### src/rtl/ball_controller.sv
// ball_controller: serves, moves and bounces the ball and detects goals; optional BALL_SPEEDUP_EN adds a per-hit step increase
module ball_controller #(
  parameter logic [11:0] X_LEFT     = 12'd140,
  parameter logic [11:0] X_RIGHT    = 12'd500,
  parameter logic [11:0] Y_MIN      = 12'd175,
  parameter logic [11:0] Y_MAX      = 12'd426,
  parameter logic [11:0] PADDLE_LEN = 12'd28,
  parameter logic [11:0] PADDLE_W   = 12'd4,
  parameter logic [11:0] BALL_SIZE  = 12'd4,
  parameter logic [11:0] BALL_X0    = 12'd320,
  parameter logic [11:0] BALL_Y0    = 12'd300,
  parameter logic [7:0]  SERVE_DLY  = 8'd60
) (
  input  logic        clkP,
  input  logic        Reset,
  input  logic [23:0] PPosition,
  input  logic [23:0] CPosition,
  output logic [23:0] BPosition,
  output logic        PScore,
  output logic        CScore,
  output logic        Serving
);
  typedef enum logic [1:0] {SERVE, MOVE, SCORED} state_t;
  state_t state, state_n;
  logic [7:0] counter, counter_n;
  logic dx, dy, dx_n, dy_n, dx_m, dy_m;
  logic [23:0] pos_n;
  logic ps_n, cs_n, p_hit, c_hit, p_goal, c_goal, top, bot;
  logic [11:0] bx, by, px, py, cx, cy, nx, ny, st;
  logic [12:0] ny_w;
`ifdef BALL_SPEEDUP_EN
  logic [1:0] step, step_n;
`else
  localparam logic [1:0] step = 2'd1;
`endif
  localparam logic [23:0] SERVE_POS = {BALL_Y0, BALL_X0};
  function automatic logic [12:0] ext(input logic [11:0] v);
    return {1'b0, v};
  endfunction
  assign bx = BPosition[11:0];
  assign by = BPosition[23:12];
  assign px = PPosition[11:0];
  assign py = PPosition[23:12];
  assign cx = CPosition[11:0];
  assign cy = CPosition[23:12];
  assign st = {10'd0, step};
  // bounce, goal and next-position decisions for the current tick (dx/dy: 1 = +1, 0 = -1)
  always_comb begin
    p_hit = !dx && ext(bx) <= ext(px) + ext(PADDLE_W) && bx >= px &&
            ext(by) + ext(BALL_SIZE) > ext(py) && ext(by) < ext(py) + ext(PADDLE_LEN);
    c_hit = dx && ext(bx) + ext(BALL_SIZE) >= ext(cx) && bx <= cx &&
            ext(by) + ext(BALL_SIZE) > ext(cy) && ext(by) < ext(cy) + ext(PADDLE_LEN);
    top = !dy && by <= Y_MIN;
    bot = dy && ext(by) + ext(BALL_SIZE) >= ext(Y_MAX);
    c_goal = !dx && bx <= X_LEFT && !p_hit;
    p_goal = dx && ext(bx) + ext(BALL_SIZE) >= ext(X_RIGHT) && !c_hit;
    dx_m = p_hit ? 1'b1 : c_hit ? 1'b0 : dx;
    dy_m = top ? 1'b1 : bot ? 1'b0 : dy;
    nx = dx_m ? bx + st : bx - st;
    ny_w = dy_m ? ext(by) + ext(st) : ext(by) - ext(st);
    ny = ny_w < ext(Y_MIN) ? Y_MIN :
         ny_w > ext(Y_MAX) - ext(BALL_SIZE) ? Y_MAX - BALL_SIZE : ny_w[11:0];
  end
  // next-state and registered-output logic of the serve/move/scored FSM
  always_comb begin
    state_n = state;
    counter_n = counter;
    dx_n = dx;
    dy_n = dy;
    pos_n = BPosition;
    ps_n = 1'b0;
    cs_n = 1'b0;
`ifdef BALL_SPEEDUP_EN
    step_n = step;
`endif
    case (state)
      SERVE: begin
        pos_n = SERVE_POS;
        counter_n = counter == SERVE_DLY - 8'd1 ? 8'd0 : counter + 8'd1;
        state_n = counter == SERVE_DLY - 8'd1 ? MOVE : SERVE;
      end
      MOVE: begin
        if (c_goal || p_goal) begin
          state_n = SCORED;
          cs_n = c_goal;
          ps_n = p_goal;
          pos_n = SERVE_POS;
        end else begin
          dx_n = dx_m;
          dy_n = dy_m;
          pos_n = {ny, nx};
`ifdef BALL_SPEEDUP_EN
          step_n = (p_hit || c_hit) && step != 2'd3 ? step + 2'd1 : step;
`endif
        end
      end
      SCORED: begin
        state_n = SERVE;
        counter_n = 8'd0;
        dx_n = CScore;
        dy_n = !dy;
        pos_n = SERVE_POS;
`ifdef BALL_SPEEDUP_EN
        step_n = 2'd1;
`endif
      end
      default: state_n = SERVE;
    endcase
  end
  // state and output registers
  always_ff @(posedge clkP) begin
    if (Reset) begin
      state <= SERVE;
      counter <= 8'd0;
      dx <= 1'b0;
      dy <= 1'b1;
      BPosition <= SERVE_POS;
      PScore <= 1'b0;
      CScore <= 1'b0;
      Serving <= 1'b1;
`ifdef BALL_SPEEDUP_EN
      step <= 2'd1;
`endif
    end else begin
      state <= state_n;
      counter <= counter_n;
      dx <= dx_n;
      dy <= dy_n;
      BPosition <= pos_n;
      PScore <= ps_n;
      CScore <= cs_n;
      Serving <= state_n == SERVE;
`ifdef BALL_SPEEDUP_EN
      step <= step_n;
`endif
    end
  end
endmodule
### config.mk
export PLATFORM = sky130hd
export DESIGN_NAME = ball_controller
export DESIGN_NICKNAME = d
export VERILOG_FILES = /design/src/rtl/ball_controller.sv
export SDC_FILE = /design/constraint.sdc
export NUM_CORES = 1
export LEC_CHECK = 0
export ABC_AREA = 1
export BUFFER_PORTS_ARGS = -buffer_cell sky130_fd_sc_hd__buf_2
export CORE_MARGIN = 8
export CORE_UTILIZATION = 60
export CTS_CLUSTER_SIZE = 28
export DETAILED_ROUTE_END_ITERATION = 16
export HOLD_SLACK_MARGIN = 0.08
export PLACE_DENSITY = 0.88
export SLEW_MARGIN = 20
export SYNTH_ARGS = -nofsm -noshare
export SYNTH_HDL_FRONTEND = slang
export SYNTH_SLANG_ARGS = --single-unit
### constraint.sdc
create_clock -name clkP -period 6.3 [get_ports clkP]
set_input_delay 1.89 -clock clkP [delete_from_list [all_inputs] [get_ports clkP]]
set_output_delay 1.89 -clock clkP [all_outputs]
set_load 0.03 [all_outputs]
==> results.py <==
metrics = {
    "floorplanning": {
        "fp.dieH_um": 118,
        "initial_core_util_pct": 61.5,
        "io_pins": 77,
        "dieWidth_um": 118,
        "core_sq_um": 10200,
        "rows": 37,
        "fp.dieArea_sq_um": 14000,
    },
    "clock_tree": {
        "cts_inserted_buffers": 5,
        "cts_sinks": 39,
        "cts_setup_buffers": 0,
        "root_buffer": "clkbuf_8",
        "cts.htree.levels": 2,
        "clk_pin_slew_worst_paths_ns": 0.08,
        "clock_latency_ns": 0.30,
        "holdBufCountCts": 0,
        "cts.path.max_buffers": 2,
        "cts_tree": "built",
        "ctsResizeCount": 0,
    },
    "synth": {
        "yosysSeqAreaShare_pct": 12.4,
        "synth_top_area_cell": "ha_1",
        "yosys.area_share.adder_pct": 24.1,
        "syn_nets": 1143,
        "synth_edf_count": 0,
        "synth.area.mux_share_pct": 0,
        "ys_ff_latch": 39,
        "synth.top_cells.by_count": "nand2_1 (198), inv_1 (144), ha_1 (118), nor2_1 (99), nand3_1 (71)",
        "syn_area_per_cell_sq_um": 6.46,
        "synth_cell_type_count": 54,
        "synth_xor_area_share_pct": 5.57,
        "syn_inst": 973,
        "synth_top_family_by_area": "simple AND/OR/NAND/NOR gates",
        "synth.most_common_cell": "nand2_1",
        "synth-async-reset-ratio_pct": 0,
        "syn_area_sq_um": 6290,
        "ys_dominant_reg_cell": "dfxtp_1",
        "synth-compound-area-share_pct": 14.7,
        "synth_warnings": 0,
        "netlist_top_cells_area": "ha_1 (23%), dfxtp_1 (12%), nand2_1 (12%), inv_1 (8.6%), nor2_1 (5.9%)",
        "yosys.area_share.simple_pct": 33.7,
        "yosysTopAreaCellShare_pct": 23.5,
    },
    "critical_path": {
        "critPathSlowestCell": "ha_1",
        "critPathLaunch": "CPosition[14]",
        "crit_type": "primary input to flop",
        "critPathLaunchType": "primary input",
        "cp_max_fo": 8,
        "crit_top_cell": "nand2_1",
        "cp-end-kind": "flop",
        "reg2reg_from": "BPosition[15]$_SDFFE_PP1P_",
        "required_ns": 6.47,
        "cp_data_arrival_time_ns": 5.88,
        "critical_path.max_stage_delay_ns": 0.30,
    },
    "layout": {
        "diodes": 0,
        "finalNetCount": 1219,
        "syn2layout_area_growth_pct": 10.0,
        "drive_gt1_share_pct": 12.5,
        "instances_no_fill": 1186,
        "fillers": 938,
        "final_util_pct": 67.6,
    },
    "route": {
        "route.detailed.wl_per_inst_um": 13.7,
        "drt_iter0_drc": 398,
        "dr.pass1.iters": 7,
        "vias_per_cell": 5.56,
        "ant_nets": 0,
        "drc": 0,
        "num_vias": 6596,
        "wl_mm": 16.2,
    },
    "pwr": {
        "cell_internal_pwr_w": 0.000422,
        "leakage_nw": 3.61,
        "clock_power_share_pct": 35.3,
        "power.share.combinational_pct": 22.7,
        "p_per_area_nw_per_um2": 85.8,
        "switchingPower_w": 0.000172,
        "switching_share_pct": 28.9,
        "power.total_w": 0.000594,
        "power_frac_seq_pct": 42.0,
        "irDropWorstVdd_mv": 0.197,
    },
    "grt": {
        "grt.busiest_layer": "met2",
        "overflow": 0,
        "grt_util_met1_pct": 28.7,
        "grt_pass1_vias": 6142,
        "use_met2_pct": 39.2,
        "grt_use_total_pct": 22.6,
        "grt_antenna_before_repair": 0,
        "grt_max_degree": 25,
        "grt_pass1_wl_mm": 27.4,
        "gr-usage-met3_pct": 2.57,
    },
    "min_path": {
        "min_from": "counter[5]$_SDFFE_PP0N_",
        "min_path_type": "flop to flop",
    },
    "sta": {
        "tns_ns": 0,
        "clock_skew_ns": 0.00736,
        "report.final.slew_viol_count": 0,
        "final.period_utilization_pct": 90.7,
        "rsz0062_at_grt": "no",
        "relSlewSlack_pct": 61.6,
        "finalHoldViolations": 0,
        "setup_viol": 0,
        "timing.fmax_mhz": 175,
        "period_minus_slack_ns": 5.71,
        "max_slew.worst_pin.slew_ns": 0.572,
    },
    "placed_design": {
        "dp_cells": 1178,
        "dp_hpwl_mm": 13.1,
        "gp_congestion": 0.946,
        "portBuffers": 76,
    },
    "outcome": {
        "status": "completed",
    },
    "job": {
        "cap_viol_max_count": 0,
    },
}
==> cell type report <==
class | count | area [sq um] | share of cell area, %
Multi-Input combinational cell | 778 | 4910 | 71.0
Sequential cell | 39 | 781 | 11.3
Inverter | 148 | 556 | 8.03
Timing Repair Buffer | 77 | 388 | 5.61
Tap cell | 136 | 170 | 2.46
Clock buffer | 5 | 68.8 | 0.995
Clock inverter | 3 | 43.8 | 0.633
==> cells in the final DEF (no fill, tap or decap), drive strengths merged, types with 2 or more instances in the layout <==
cell,n
clkinv,3
or2,7
nand2,207
a211oi,2
nor4,5
o21a,6
xor2,33
o21ai,44
o31ai,2
nor3,19
dfxtp,39
a32o,2
ha,118
nand3b,6
xnor2,7
o211ai,5
a21oi,78
a21boi,2
a21o,6
inv,147
nand3,77
buf,77
nand4,33
nor2,104
fa,2
a31oi,3
clkbuf,5
==> power groups by stage <==
stage	Sequential, W	Combinational [W]	Clock [W]
final	0.000250	0.000135	0.000209
after global routing	0.000250	0.000155	0.000226
after CTS	0.000249	0.000134	0.000214
after detailed placement	0.000255	0.000133	0
after global placement	0.000255	0.000129	0
after floorplan	0.000255	0.0000911	0
==> final timing paths <==
path	to	slack, ns	cells after the start
worst max-delay path	BPosition[8]$_SDFFE_PP1P_	0.59	29
worst max register to register	BPosition[8]$_SDFFE_PP1P_	1.52	28
worst min register to register	counter[5]$_SDFFE_PP0N_	0.48	2
worst min-delay path	counter[5]$_SDFFE_PP0N_	0.48	2
==> cells by family (layout without fill, tap and decap cells) <==
logic type	Yosys count	count (layout)
fa+ha+maj	120	120
buf+inv	156	233
simple gates	461	461
compound gates	157	157
xor+xnor	40	40
flops	39	39
==> state kept, by name, indices dropped and copies added (netlist names) <==
signal and count:
BPosition 24, counter 8, state 2, CScore 1, PScore 1, Serving 1
dx 1, dy 1
==> critical path, delay by kind of cell <==
family / cells / cell delay (ns)
and+or+nand+nor: 13 / 1.26
xor gates and xnor gates: 2 / 0.29
adders and majority gates: 3 / 0.79
buffers and inverters: 3 / 0.31
AOI/OAI and AO/OA: 8 / 1.30
==> metrics by stage <==
| stage | worst slack (ns) | area (sq um) | hold WS (ns) |
|---|---|---|---|
| 3_3_place_gp | 0.300 | 6810 | 0.467 |
| 6_report | 0.588 | 6920 | 0.481 |
| 3_5_place_dp | 0.173 | 6810 | 0.473 |
| 2_1_floorplan | 0.723 | 6290 | 0.447 |
| 5_1_grt | 0.0397 | 6920 | 0.510 |
| 4_1_cts | 0.496 | 6920 | 0.486 |
==> per-layer routing <==
metal	up-vias	routed length, um	part of all wire (%)
met5	-	0	0
met4	0	280	1.7
met3	27	725	4.5
met2	193	7510	46
met1	2943	7680	47
li1	3433	-	-
(Power assumes the default switching activity.)
